`src/rtl/ram_arbiter_pkg.sv`:
```
// Shared types and defaults for the two-client RAM arbiter.
// Holds the address/data width defaults and the arbiter FSM states.
package ram_arbiter_pkg;

  localparam int ADDR_W_DFLT = 3;
  localparam int DATA_W_DFLT = 8;

  typedef enum logic {
    ARB   = 1'b0,
    CLEAR = 1'b1
  } state_e;

endpackage

```
`src/rtl/ram_arbiter_rr_arb2.sv`:
```
// Two-way round-robin grant with a last-grant pointer.
// Ports: clk, rst_n, en_i (grant allowed), req_i[1:0], gnt_o[1:0] one-hot0.
module rr_arb2 (
  input  logic       clk,
  input  logic       rst_n,
  input  logic       en_i,
  input  logic [1:0] req_i,
  output logic [1:0] gnt_o
);

  // 1 = requester 1 (B) won last, so requester 0 (A) is favoured
  logic last_q, last_d;

  always_comb begin
    gnt_o = 2'b00;
    if (en_i) begin
      unique case (req_i)
        2'b01:   gnt_o = 2'b01;
        2'b10:   gnt_o = 2'b10;
        2'b11:   gnt_o = last_q ? 2'b01 : 2'b10;
        default: gnt_o = 2'b00;
      endcase
    end
    // every grant is a transfer since gnt only follows req
    last_d = (|gnt_o) ? gnt_o[1] : last_q;
  end

  always_ff @(posedge clk or negedge rst_n) begin
    if (!rst_n) begin
      last_q <= 1'b1;
    end else begin
      last_q <= last_d;
    end
  end

endmodule

```
`src/rtl/ram_arbiter.sv`:
```
// Arbitrates two clients onto one external RAM port, with a zero-fill clear.
// Ports: client A/B req/we/addr/wdata -> gnt/rvalid, shared rdata;
// clr_start -> busy/clr_done; mem_* drive an external 1-cycle-latency RAM.
module ram_arbiter
  import ram_arbiter_pkg::*;
#(
  parameter int ADDR_W = ADDR_W_DFLT,
  parameter int DATA_W = DATA_W_DFLT
) (
  input  logic              clk,
  input  logic              rst_n,
  input  logic              a_req,
  input  logic              a_we,
  input  logic [ADDR_W-1:0] a_addr,
  input  logic [DATA_W-1:0] a_wdata,
  output logic              a_gnt,
  output logic              a_rvalid,
  input  logic              b_req,
  input  logic              b_we,
  input  logic [ADDR_W-1:0] b_addr,
  input  logic [DATA_W-1:0] b_wdata,
  output logic              b_gnt,
  output logic              b_rvalid,
  output logic [DATA_W-1:0] rdata,
  input  logic              clr_start,
  output logic              busy,
  output logic              clr_done,
  output logic              mem_wr_enb,
  output logic [ADDR_W-1:0] mem_wr_addr,
  output logic [DATA_W-1:0] mem_data_in,
  output logic              mem_rd_enb,
  output logic [ADDR_W-1:0] mem_rd_addr,
  input  logic [DATA_W-1:0] mem_data_out
);

  state_e            state_q, state_d;
  logic [ADDR_W-1:0] cnt_q, cnt_d;
  logic [1:0]        rvalid_q, rvalid_d;
  logic [1:0]        gnt;
  logic              arb_en;

  // rst_n gates grants so reset silences gnt/mem_* at once
  assign arb_en = rst_n & (state_q == ARB) & ~clr_start;

  rr_arb2 u_rr (
    .clk   (clk),
    .rst_n (rst_n),
    .en_i  (arb_en),
    .req_i ({b_req, a_req}),
    .gnt_o (gnt)
  );

  assign a_gnt = gnt[0];
  assign b_gnt = gnt[1];

  always_comb begin
    state_d     = state_q;
    cnt_d       = cnt_q;
    busy        = 1'b0;
    clr_done    = 1'b0;
    mem_wr_enb  = 1'b0;
    mem_wr_addr = '0;
    mem_data_in = '0;
    mem_rd_enb  = 1'b0;
    mem_rd_addr = '0;
    unique case (state_q)
      ARB: begin
        if (clr_start) begin
          state_d = CLEAR;
          cnt_d   = '0;
        end
        unique case (1'b1)
          gnt[0]: begin
            if (a_we) begin
              mem_wr_enb  = 1'b1;
              mem_wr_addr = a_addr;
              mem_data_in = a_wdata;
            end else begin
              mem_rd_enb  = 1'b1;
              mem_rd_addr = a_addr;
            end
          end
          gnt[1]: begin
            if (b_we) begin
              mem_wr_enb  = 1'b1;
              mem_wr_addr = b_addr;
              mem_data_in = b_wdata;
            end else begin
              mem_rd_enb  = 1'b1;
              mem_rd_addr = b_addr;
            end
          end
          default: ;
        endcase
      end
      CLEAR: begin
        busy        = 1'b1;
        mem_wr_enb  = 1'b1;
        mem_wr_addr = cnt_q;
        cnt_d       = cnt_q + 1'b1;
        if (cnt_q == {ADDR_W{1'b1}}) begin
          clr_done = 1'b1;
          state_d  = ARB;
          cnt_d    = '0;
        end
      end
      default: state_d = ARB;
    endcase
  end

  // read completion is tracked independently of the FSM so a read
  // issued just before a clear still returns its data
  assign rvalid_d = {gnt[1] & ~b_we, gnt[0] & ~a_we};

  always_ff @(posedge clk or negedge rst_n) begin
    if (!rst_n) begin
      state_q  <= ARB;
      cnt_q    <= '0;
      rvalid_q <= 2'b00;
    end else begin
      state_q  <= state_d;
      cnt_q    <= cnt_d;
      rvalid_q <= rvalid_d;
    end
  end

  assign a_rvalid = rvalid_q[0];
  assign b_rvalid = rvalid_q[1];
  assign rdata    = (|rvalid_q) ? mem_data_out : '0;

endmodule

```
`config.mk`:
```
export PLATFORM = sky130hd
export DESIGN_NAME = ram_arbiter
export DESIGN_NICKNAME = d
export VERILOG_FILES = /design/src/rtl/ram_arbiter_pkg.sv /design/src/rtl/ram_arbiter_rr_arb2.sv /design/src/rtl/ram_arbiter.sv
export SDC_FILE = /design/constraint.sdc
export NUM_CORES = 1
export LEC_CHECK = 0
export ABC_AREA = 1
export BUFFER_PORTS_ARGS = -buffer_cell sky130_fd_sc_hd__buf_2
export CORE_AREA = 2 2 48 50
export CTS_BUF_LIST = sky130_fd_sc_hd__clkbuf_2
export DETAILED_ROUTE_END_ITERATION = 8
export DIE_AREA = 0 0 50 52
export PLACE_DENSITY = 0.8
export REMOVE_ABC_BUFFERS = 1
export SLEW_MARGIN = 0
export SYNTH_ARGS = -nofsm -noshare
export SYNTH_HDL_FRONTEND = slang
export SYNTH_HIERARCHICAL = 1
export SYNTH_SLANG_ARGS = --single-unit
```
`constraint.sdc`:
```
create_clock -name clk -period 1.85 [get_ports clk]
set_input_delay 0.37 -clock clk [delete_from_list [all_inputs] [get_ports clk]]
set_output_delay 0.37 -clock clk [all_outputs]
set_load 0.02 [all_outputs]
```
==> metrics.md, run 1 <==
| Metric | Value |
|---|---|
| Worst EP arrival | `1680 ps` |
| DR DRC count | `0` |
| Clock Pin Slew Worst Setup and Hold Paths | `~70 ps` |
| Switching Fraction | `0.465` |
| Congestion Overflow GR | `0` |
| Worst skew pair latency | `about 230 ps` |
| Adder-cell share of the synthesized area | `0.0321` |
| Clock sinks | `7` |
| Seq pwr share | `0.224` |
| Simple-gate share of the synthesized area | `0.409` |
| Largest net degree at the start of global routing | `21` |
| GR Util All Layers | `0.199` |
| Core area | `2110 um^2` |
| Switch Pwr | `560 uW` |
| Hold Crit Class | `input pin to asynchronous set/reset pin` |
| Htree depth | `1` |
| Synth Area per Inst | `about 6.4 um^2` |
| Fraction of layout cells with a size suffix above 1 | `0.602` |
| Total number of vias | `1107` |
| Distinct cells, synth | `14` |
| Failing checks | `setup timing` |
| Final WS setup | `-201 ps` |
| RSZ-0062 raised after global routing | `true` |
| Placed inst area | `about 1100 um^2` |
| Logic pwr share | `0.684` |
| Synth top area share | `0.199` |
| Initial DRC count | `9` |
| Synth area leaders | `nand3_1 20%, dfrtp_1 19%, nand2_1 14%` |
| Antenna diodes | `0` |
| IO Pins | `67` |
| CTS Root Cell | `clkbuf_2` |
| Startpoint class of the critical path | `flip-flop` |
| Area Growth Syn to Fin | `79.5%` |
| Antenna-violating nets left | `0` |
| Max-Cap Viols | `0` |
| Die area | `2600 um^2` |
| Slew Limit Fails | `0` |
| CP endpoint kind | `primary output` |
| Slew headroom | `0.695` |
| Synth Warn # | `6` |
| Post-synth EDFFs | `0` |
| Cells after Synth | `about 120` |
| Post-DP HPWL | `1820 um` |
| Wire length per cell | `11.2 um` |
| Post-Synth XOR/XNOR Area | `0` |
| CTS tree | `built` |
| Initial Util | `0.370` |
| Pwr/cell area | `862 nW/um^2` |
| Final Hold Viols | `0` |
| Row Count | `17` |
| Register area share after synthesis | `0.226` |
| Compound-Gate Fraction of Synth Area | `0.133` |
| CP required | `about 1500 ps` |
| Via/cell ratio | `4.83` |
| Post-synthesis mux area share | `0` |
| Leak | `between 0.0007 and 0.0008 uW` |
| Vias in the first global route | `1013` |
| First-pass GRT wire length | `3970 um` |
| Post-synth top cells | `31 x nand3_1, 30 x nand2_1, 17 x inv_1` |
| Die H | `52 um` |
| Yosys reg bits | `7` |
| Worst-margin pin slew | `455 ps` |
| Clock Power Share | `0.092` |
| Final Cycle Share | `1.11` |
| Overall routed net length | `2570 um` |
| Initial antenna violation count | `0` |
| Clk_skew | `~4.2 ps` |
| Die Span X | `50 um` |
| RD Place Congestion | `0.806` |
| Outcome | `finished, violations left` |
| Largest family of logic cells by synthesized area | `simple AND/OR/NAND/NOR gates` |
| Achievable Freq | `488 MHz` |
| Fraction of registers with async set/reset | `1.00` |
| PortBufs | `66` |
| Number of CTS-inserted buffers | `3` |
| Min Tclk post-route | `2050 ps` |
| Internal power | `645 uW` |
| Mapped Area | `779 um^2` |
| Drt pass-1 iters | `4` |
| Setup WS pre-CTS | `-35.9 ps` |
| Top-count cell post-synth | `nand3_1` |
| CP max FO | `4` |
| Clock Tree Buf Depth | `2` |
| Leading area contributor after synthesis | `nand3_1` |
| Peak supply drop | `~600 uV` |
| Critical path type | `flip-flop to primary output` |
| Nets | `between 200 and 250` |
| Final instance area | `1400 um^2` |
| Commonest register cell after synthesis | `dfrtp_1` |
| Final setup viols | `16` |
worst max-delay path, cell delays in order, from the launching register on:
cell and delay [ps]:
dfrtp_1 390, clkinv_2 60, nand2_2 50, nor2_4 100, nand2_2 80, a21oi_4 160
buf_4 160, nand3_1 80, a21oi_1 200, buf_4 170
timing repair:
item                       CTS  global route
hold buffers                 0             0
gates resized for setup     42            21
pin swaps                    4             9
setup endpoints to repair   17            18
setup buffers                6             2
cloned                       2             0
final timing paths:
| kind | startpoint | cells after the start | endpoint | slack, ps |
|---|---|---|---|---|
| min | rst_n | 2 | state_q | 50 |
| max | state_q | 9 | mem_data_in[7] | -200 |
| max reg2reg | state_q | 9 | rvalid_q[0] | 540 |
| min reg2reg | u_rr/last_q | 2 | u_rr/last_q | 490 |
| min in group clk | a_req | 4 | u_rr/last_q | 420 |
| max in group asynchronous | rst_n | 2 | u_rr/last_q | 1590 |
power by group through the flow:
| stage | clock network (uW) | logic (uW) | registers, uW |
|---|---|---|---|
| 3_5_place_dp | 0 | 607 | 271 |
| 3_3_place_gp | 0 | 603 | 267 |
| 2_1_floorplan | 0 | 305 | 329 |
| 6_report | 111 | 824 | 270 |
| 5_1_grt | 123 | 901 | 280 |
| 4_1_cts | 115 | 787 | 271 |
through the flow:
| stage | cells | util | setup TNS (ps) | power, uW | hold WS (ps) |
|---|---|---|---|---|---|
| 6_report | 229 | 0.664 | -1970 | 1210 | 48.4 |
| 5_1_grt | 229 | 0.664 | -3900 | 1300 | 47.8 |
| 4_1_cts | 227 | 0.623 | -1890 | 1170 | 49.7 |
| 3_5_place_dp | 216 | 0.531 | -250 | 878 | 289 |
| 3_3_place_gp | 216 | 0.531 | -346 | 870 | 286 |
| 2_1_floorplan | 114 | - | -19170 | 635 | 74.4 |
registers in the layout (all words and copies together) (netlist names):
register / count
cnt_q: 3
rvalid_q: 2
state_q: 1
u_rr/last_q: 1
cells in the final DEF (no fill, tap or decap), drive strengths merged:
cell,netlist,layout
nor2,11,11
ha,2,2
nand2,30,30
a21oi,14,14
dfstp,1,1
clkbuf,0,4
inv,17,17
clkinv,1,1
buf,8,83
nand3,32,32
dfrtp,6,6
kinds of logic after synthesis:
| group | count (synthesis) |
|---|---|
| and+or+nand+nor | 73 |
| buffers and inverters | 26 |
| AOI/OAI and AO/OA | 14 |
| DFF | 7 |
| adders and majority gates | 2 |
final cells by class:
class / instances / area (um^2)
tap: 28 / 35.0
clock buffer: 4 / 20.0
sequential: 7 / 176
multi-input combinational: 89 / 547
fill: 202 / 707
inverter: 18 / 71.3
timing repair buffer: 83 / 549
layer usage:
metal / GRT usage / routed length, um
met5: 0 / 0
met4: 0.0833 / 18
met3: 0.0316 / 251
met2: 0.384 / 1330
met1: 0.211 / 968
Power figures use the tool's default switching activity.
==> run 2: changes to the inputs <==
--- a/config.mk
+++ b/config.mk
@@ -7,11 +7,12 @@
 export LEC_CHECK = 0
 export ABC_AREA = 1
 export BUFFER_PORTS_ARGS = -buffer_cell sky130_fd_sc_hd__buf_2
-export CORE_AREA = 2 2 48 50
+export CORE_AREA = 5 5 51 53
 export CTS_BUF_LIST = sky130_fd_sc_hd__clkbuf_2
 export DETAILED_ROUTE_END_ITERATION = 8
-export DIE_AREA = 0 0 50 52
+export DIE_AREA = 0 0 56 58
 export PLACE_DENSITY = 0.8
+export RECOVER_POWER = 100
 export REMOVE_ABC_BUFFERS = 1
 export SLEW_MARGIN = 0
 export SYNTH_ARGS = -nofsm -noshare
==> constraint.sdc (replaced) <==
create_clock -name clk -period 1.89 [get_ports clk]
set_input_delay 0.378 -clock clk [delete_from_list [all_inputs] [get_ports clk]]
set_output_delay 0.378 -clock clk [all_outputs]
set_load 0.02 [all_outputs]
==> metrics.md, run 2 (synthesis gave the netlist of run 1 again) <==
| Metric | Value |
|---|---|
| First-pass GRT wire length | `5010 um` |
| Area Growth Syn to Fin | `96.6%` |
| Final cell count without fillers | `236` |
| Overall routed net length | `3500 um` |
| IO Pins | `67` |
| Final Cycle Share | `1.13` |
| CTS Root Cell | `clkbuf_2` |
| Hold Crit Class | `input pin to asynchronous set/reset pin` |
| Worst-margin pin slew | `~440 ps` |
| RSZ-0062 raised after global routing | `true` |
| Peak supply drop | `737 uV` |
| Internal power | `615 uW` |
| Top flop regs | `cnt_q (3), rvalid_q (2)` |
| Clock Power Share | `0.096` |
| Fraction of layout cells with a size suffix above 1 | `0.591` |
| Commonest non-fill, non-tap cell in the layout | `buf_2` |
| FF+latch area | `between 150 and 200 um^2` |
| Logic pwr share | `0.681` |
| CTS tree | `built` |
| RD Place Congestion | `0.765` |
| Slowest cell on crit path | `dfrtp_1` |
| Achievable Freq | `469 MHz` |
| Largest net degree at the start of global routing | `21` |
| Via/cell ratio | `5.09` |
| Worst skew pair latency | `240 ps` |
| Die area | `between 3000 and 4000 um^2` |
| GR Util All Layers | `0.190` |
| Cell Count Post-Placement | `213` |
| Reg2Reg Setup Slack | `-180 ps` |
| CP max stage delay | `390 ps` |
| Critical path type | `flip-flop to primary output` |
| Antenna diodes | `0` |
| Clk_skew | `9.33 ps` |
| Worst Setup EP | `mem_wr_addr[1]` |
| CP required | `roughly 1500 ps` |
| Vias in the first global route | `1141` |
| Fillcell total | `160` |
| Switch Pwr | `~570 uW` |
| Nets | `between 200 and 250` |
| CP endpoint kind | `primary output` |
| Row Count | `17` |
| Max-Cap Viols | `0` |
| PortBufs | `66` |
| Congestion Overflow GR | `0` |
| FF-to-FF End | `u_rr/last_q` |
| Final setup viols | `17` |
| Initial DRC count | `44` |
| Min Tclk post-route | `approximately 2100 ps` |
| Largest register FFs | `3` |
| Htree depth | `1` |
| Core area | `~2100 um^2` |
| Outcome | `finished, violations left` |
| Slew headroom | `0.706` |
| Die H | `58 um` |
| Initial Util | `0.370` |
| CP max FO | `4` |
| RR Startpoint | `state_q` |
| Total number of vias | `1201` |
| Clock sinks | `7` |
| Reg2reg path depth | `17` |
| Worst EP arrival | `between 1500 and 2000 ps` |
| Worst hold slack | `48.6 ps` |
| Leak | `0.000821 uW` |
| Switching Fraction | `0.483` |
| Antenna-violating nets left | `0` |
| Clock Tree Buf Depth | `2` |
| Drt pass-1 iters | `6` |
| Pwr/cell area | `about 780 nW/um^2` |
| Biggest register | `cnt_q` |
| Most used cell, CP | `nand2_1` |
| Multi-input gate area | `546 um^2` |
| Critical Path Source | `state_q` |
| Startpoint class of the critical path | `flip-flop` |
| Seq pwr share | `0.223` |
| Final WS setup | `-241 ps` |
| Die Span X | `56 um` |
| Wire length per cell | `14.8 um` |
| Highest-count cells in the layout ignoring fill and taps | `47 x buf_2, 25 x nand2_1, 22 x nand3_1` |
| Final Hold Viols | `0` |
| Slew Limit Fails | `0` |
| Crit path cell chain | `clkinv_2 > nand2_2 > nor2_4 > nand2_1 > inv_2 > nand2_2 > inv_4 > clkbuf_16 > nand3_2 > nand2_1 > nand2_1 > nand2_1 > buf_6` |
| Clock Pin Slew Worst Setup and Hold Paths | `80 ps` |
| Number of CTS-inserted buffers | `3` |
| Initial antenna violation count | `0` |
| Failing checks | `setup timing` |
| Post-DP HPWL | `2070 um` |
| DR DRC count | `0` |
==> run 2: what timing repair did <==
item	CTS	global route
setup buffers	12	3
hold buffers	0	0
resized for setup	49	21
setup endpoints to repair	16	19
cloned	2	2
pin swaps	12	14
==> run 2: how the worst min path moves through the flow <==
stage / startpoint / cells after the start / slack, ps / end
floorplan: rst_n / 0 / 80 / cnt_q[0]
global placement: rst_n / 2 / 290 / state_q
detailed placement: rst_n / 2 / 300 / cnt_q[1]
CTS: rst_n / 2 / 40 / cnt_q[1]
global route: rst_n / 2 / 40 / state_q
finish: rst_n / 2 / 50 / cnt_q[2]
==> run 2: cell type report <==
class,count,share of cell area
multi-input cells,89,0.356
clock buffers,4,0.0131
well taps,28,0.0229
repair buffers,90,0.447
inverters,18,0.0465
flip-flops and latches,7,0.115
==> run 2: stage by stage <==
step | setup slack (ps) | area [um^2] | power [uW] | util | TNS [ps]
6_report | -241 | 1530 | 1190 | 0.728 | -3190
4_1_cts | -191 | 1380 | 1120 | 0.654 | -2490
5_1_grt | -402 | 1530 | 1280 | 0.728 | -5730
3_3_place_gp | -3.95 | 1110 | 853 | 0.526 | -3.95
2_1_floorplan | -1130 | 692 | 621 | - | -18510
3_5_place_dp | 0.233 | 1110 | 862 | 0.526 | 0
==> run 2: power groups by stage <==
| stage | clock network, uW | registers, uW | logic [uW] |
|---|---|---|---|
| 6_report | 114 | 265 | 810 |
| 5_1_grt | 127 | 272 | 883 |
| 4_1_cts | 118 | 262 | 745 |
| 3_5_place_dp | 0 | 263 | 599 |
| 3_3_place_gp | 0 | 262 | 591 |
| 2_1_floorplan | 0 | 323 | 299 |
==> run 2: metal layers <==
| layer | vias up | routed length (um) | global-route usage |
|---|---|---|---|
| li1 | 562 | - | - |
| met1 | 526 | 1200 | 0.214 |
| met2 | 99 | 1710 | 0.331 |
| met3 | 14 | 487 | 0.0668 |
| met4 | 0 | 107 | 0.0712 |
| met5 | - | 0 | 0 |
==> run 2: critical path: cells and delay by family, from the launching register on <==
kind	cells	cell delay (ps)
buf+inv	5	500
flops	1	390
simple gates	8	620
==> run 3: changes to the inputs <==
--- a/config.mk
+++ b/config.mk
@@ -14,6 +14,7 @@
 export PLACE_DENSITY = 0.8
 export RECOVER_POWER = 100
 export REMOVE_ABC_BUFFERS = 1
+export SETUP_SLACK_MARGIN = 0.02
 export SLEW_MARGIN = 0
 export SYNTH_ARGS = -nofsm -noshare
 export SYNTH_HDL_FRONTEND = slang
==> metrics.md, run 3 (synthesis gave the netlist of run 1 again) <==
| Metric | Value |
|---|---|
| Outcome | `finished, violations left` |
| Failing checks | `setup timing` |
| FF-to-FF End | `u_rr/last_q` |
| Crit path cell chain | `clkinv_2 > nand2_2 > nor2_4 > nand2_1 > inv_2 > nand2_2 > inv_4 > buf_12 > nand3_1 > a21oi_2 > buf_4` |
| Commonest non-fill, non-tap cell in the layout | `buf_2` |
| Leak | `0.000830 uW` |
| Initial DRC count | `35` |
| Slowest cell on crit path | `dfrtp_1` |
| Overall routed net length | `approximately 3400 um` |
| Reg2reg path depth | `17` |
| Number of CTS-inserted buffers | `3` |
| Pwr/cell area | `754 nW/um^2` |
| Min Tclk post-route | `around 2100 ps` |
| Final cell count without fillers | `between 200 and 250` |
| Buf+Inv Stages, Crit Path | `5` |
| Core area | `2110 um^2` |
| Startpoint class of the critical path | `flip-flop` |
| Reg2Reg Setup Slack | `-150 ps` |
| Area Growth Syn to Fin | `101%` |
| Hold Crit Class | `input pin to asynchronous set/reset pin` |
| Highest-count cells in the layout ignoring fill and taps | `47 x buf_2, 25 x nand2_1, 23 x buf_6` |
| Antenna diodes | `0` |
| CP required | `1510 ps` |
| Vias in the first global route | `1147` |
| Hold Buf Count CTS | `0` |
| RSZ-0062 raised after global routing | `true` |
| Achievable Freq | `476 MHz` |
| Largest net degree at the start of global routing | `21` |
| Die Span X | `56 um` |
| Drt pass-1 iters | `4` |
| CTS Root Cell | `clkbuf_2` |
| Htree depth | `1` |
| Die area | `3250 um^2` |
| Worst EP arrival | `1720 ps` |
| Biggest register | `cnt_q` |
| CTS tree | `built` |
| Final Hold Viols | `0` |
| Clock Pin Slew Worst Setup and Hold Paths | `80 ps` |
| Wire length per cell | `14.3 um` |
| Cell Count Post-Placement | `around 210` |
| IO Pins | `67` |
| Slew Limit Fails | `0` |
| Total number of vias | `1184` |
| Post-DP HPWL | `2070 um` |
| Largest register FFs | `3` |
| CP max stage delay | `390 ps` |
| Die H | `~58 um` |
| Clock Tree Buf Depth | `2` |
| Final Power | `1180 uW` |
| Top flop regs | `cnt_q (3), rvalid_q (2)` |
| Peak supply drop | `757 uV` |
| Fraction of layout cells with a size suffix above 1 | `0.608` |
| Worst skew pair latency | `240 ps` |
| Clock sinks | `7` |
| Max-Cap Viols | `0` |
| CP max FO | `5` |
| Worst hold slack | `47.9 ps` |
| Final WS setup | `-210 ps` |
| Via/cell ratio | `around 5.0` |
| Row Count | `17` |
| PortBufs | `66` |
| First-pass GRT wire length | `around 5000 um` |
| RR Startpoint | `state_q` |
| Antenna-violating nets left | `0` |
| Slew headroom | `0.710` |
| Setup WS pre-CTS | `0.233 ps` |
| RD Place Congestion | `~0.76` |
| Most used cell, CP | `nand2_2` |
| GR Util All Layers | `0.190` |
| Core Util, Final | `0.746` |
| Final Cycle Share | `1.11` |
| Initial antenna violation count | `0` |
| Critical path type | `flip-flop to primary output` |
| Clk_skew | `about 8.4 ps` |
| Top delay family on crit path | `buffers and inverters` |
| Congestion Overflow GR | `0` |
| Nets | `249` |
| Initial Util | `0.370` |
| CP endpoint kind | `primary output` |
| Worst-margin pin slew | `434 ps` |
| DR DRC count | `0` |
| Final setup viols | `18` |
## run 3: cell count changes in the layout (fill, tap and decap cells not counted), sizes merged
cell / delta
buf: +1
## run 3: worst max path at each step
stage | from | to | slack [ps] | cells past startpoint
4_1_cts | state_q | mem_wr_addr[2] | -190 | 11
6_report | state_q | mem_data_in[2] | -210 | 11
3_3_place_gp | rst_n | mem_wr_addr[0] | -4 | 11
3_5_place_dp | rst_n | mem_wr_addr[0] | 0.2 | 11
2_1_floorplan | state_q | mem_rd_addr[1] | -1130 | 7
5_1_grt | state_q | mem_wr_addr[0] | -360 | 11
## run 3: repair_timing
item / 4_1_cts / 5_1_grt
gates resized for setup: 51 / 25
pin swaps: 12 / 15
setup endpoints to repair: 17 / 19
buffers inserted: 12 / 4
gates cloned: 2 / 2
## run 3: routing by layer
layer,share of wire,up-vias,global-route usage
met1,0.36,532,0.216
met2,0.50,76,0.327
li1,-,568,-
met4,0.014,0,0.0746
met5,0,-,0
met3,0.13,8,0.0668
## run 3: metrics by stage
stage | cell area, um^2 | setup TNS, ps
after CTS | 1380 | -2510
after global placement | 1110 | -3.95
after global routing | 1570 | -5510
after detailed placement | 1110 | 0
final | 1570 | -3220
after floorplan | 692 | -18510
## run 3: cell type report
| type | instances | area [um^2] |
|---|---|---|
| Clock buffer | 4 | 20.0 |
| Fill cell | 163 | 536 |
| Inverter | 18 | 71.3 |
| Multi-Input combinational cell | 89 | 568 |
| Sequential cell | 7 | 176 |
| Tap cell | 28 | 35.0 |
| Timing Repair Buffer | 91 | 699 |
## run 3: power by group
group          switching (uW)  total [uW]  internal (uW)
sequential               49.0         265            216
combinational             459         805            346
clock                    57.2         113           56.2
total                     566        1180            618
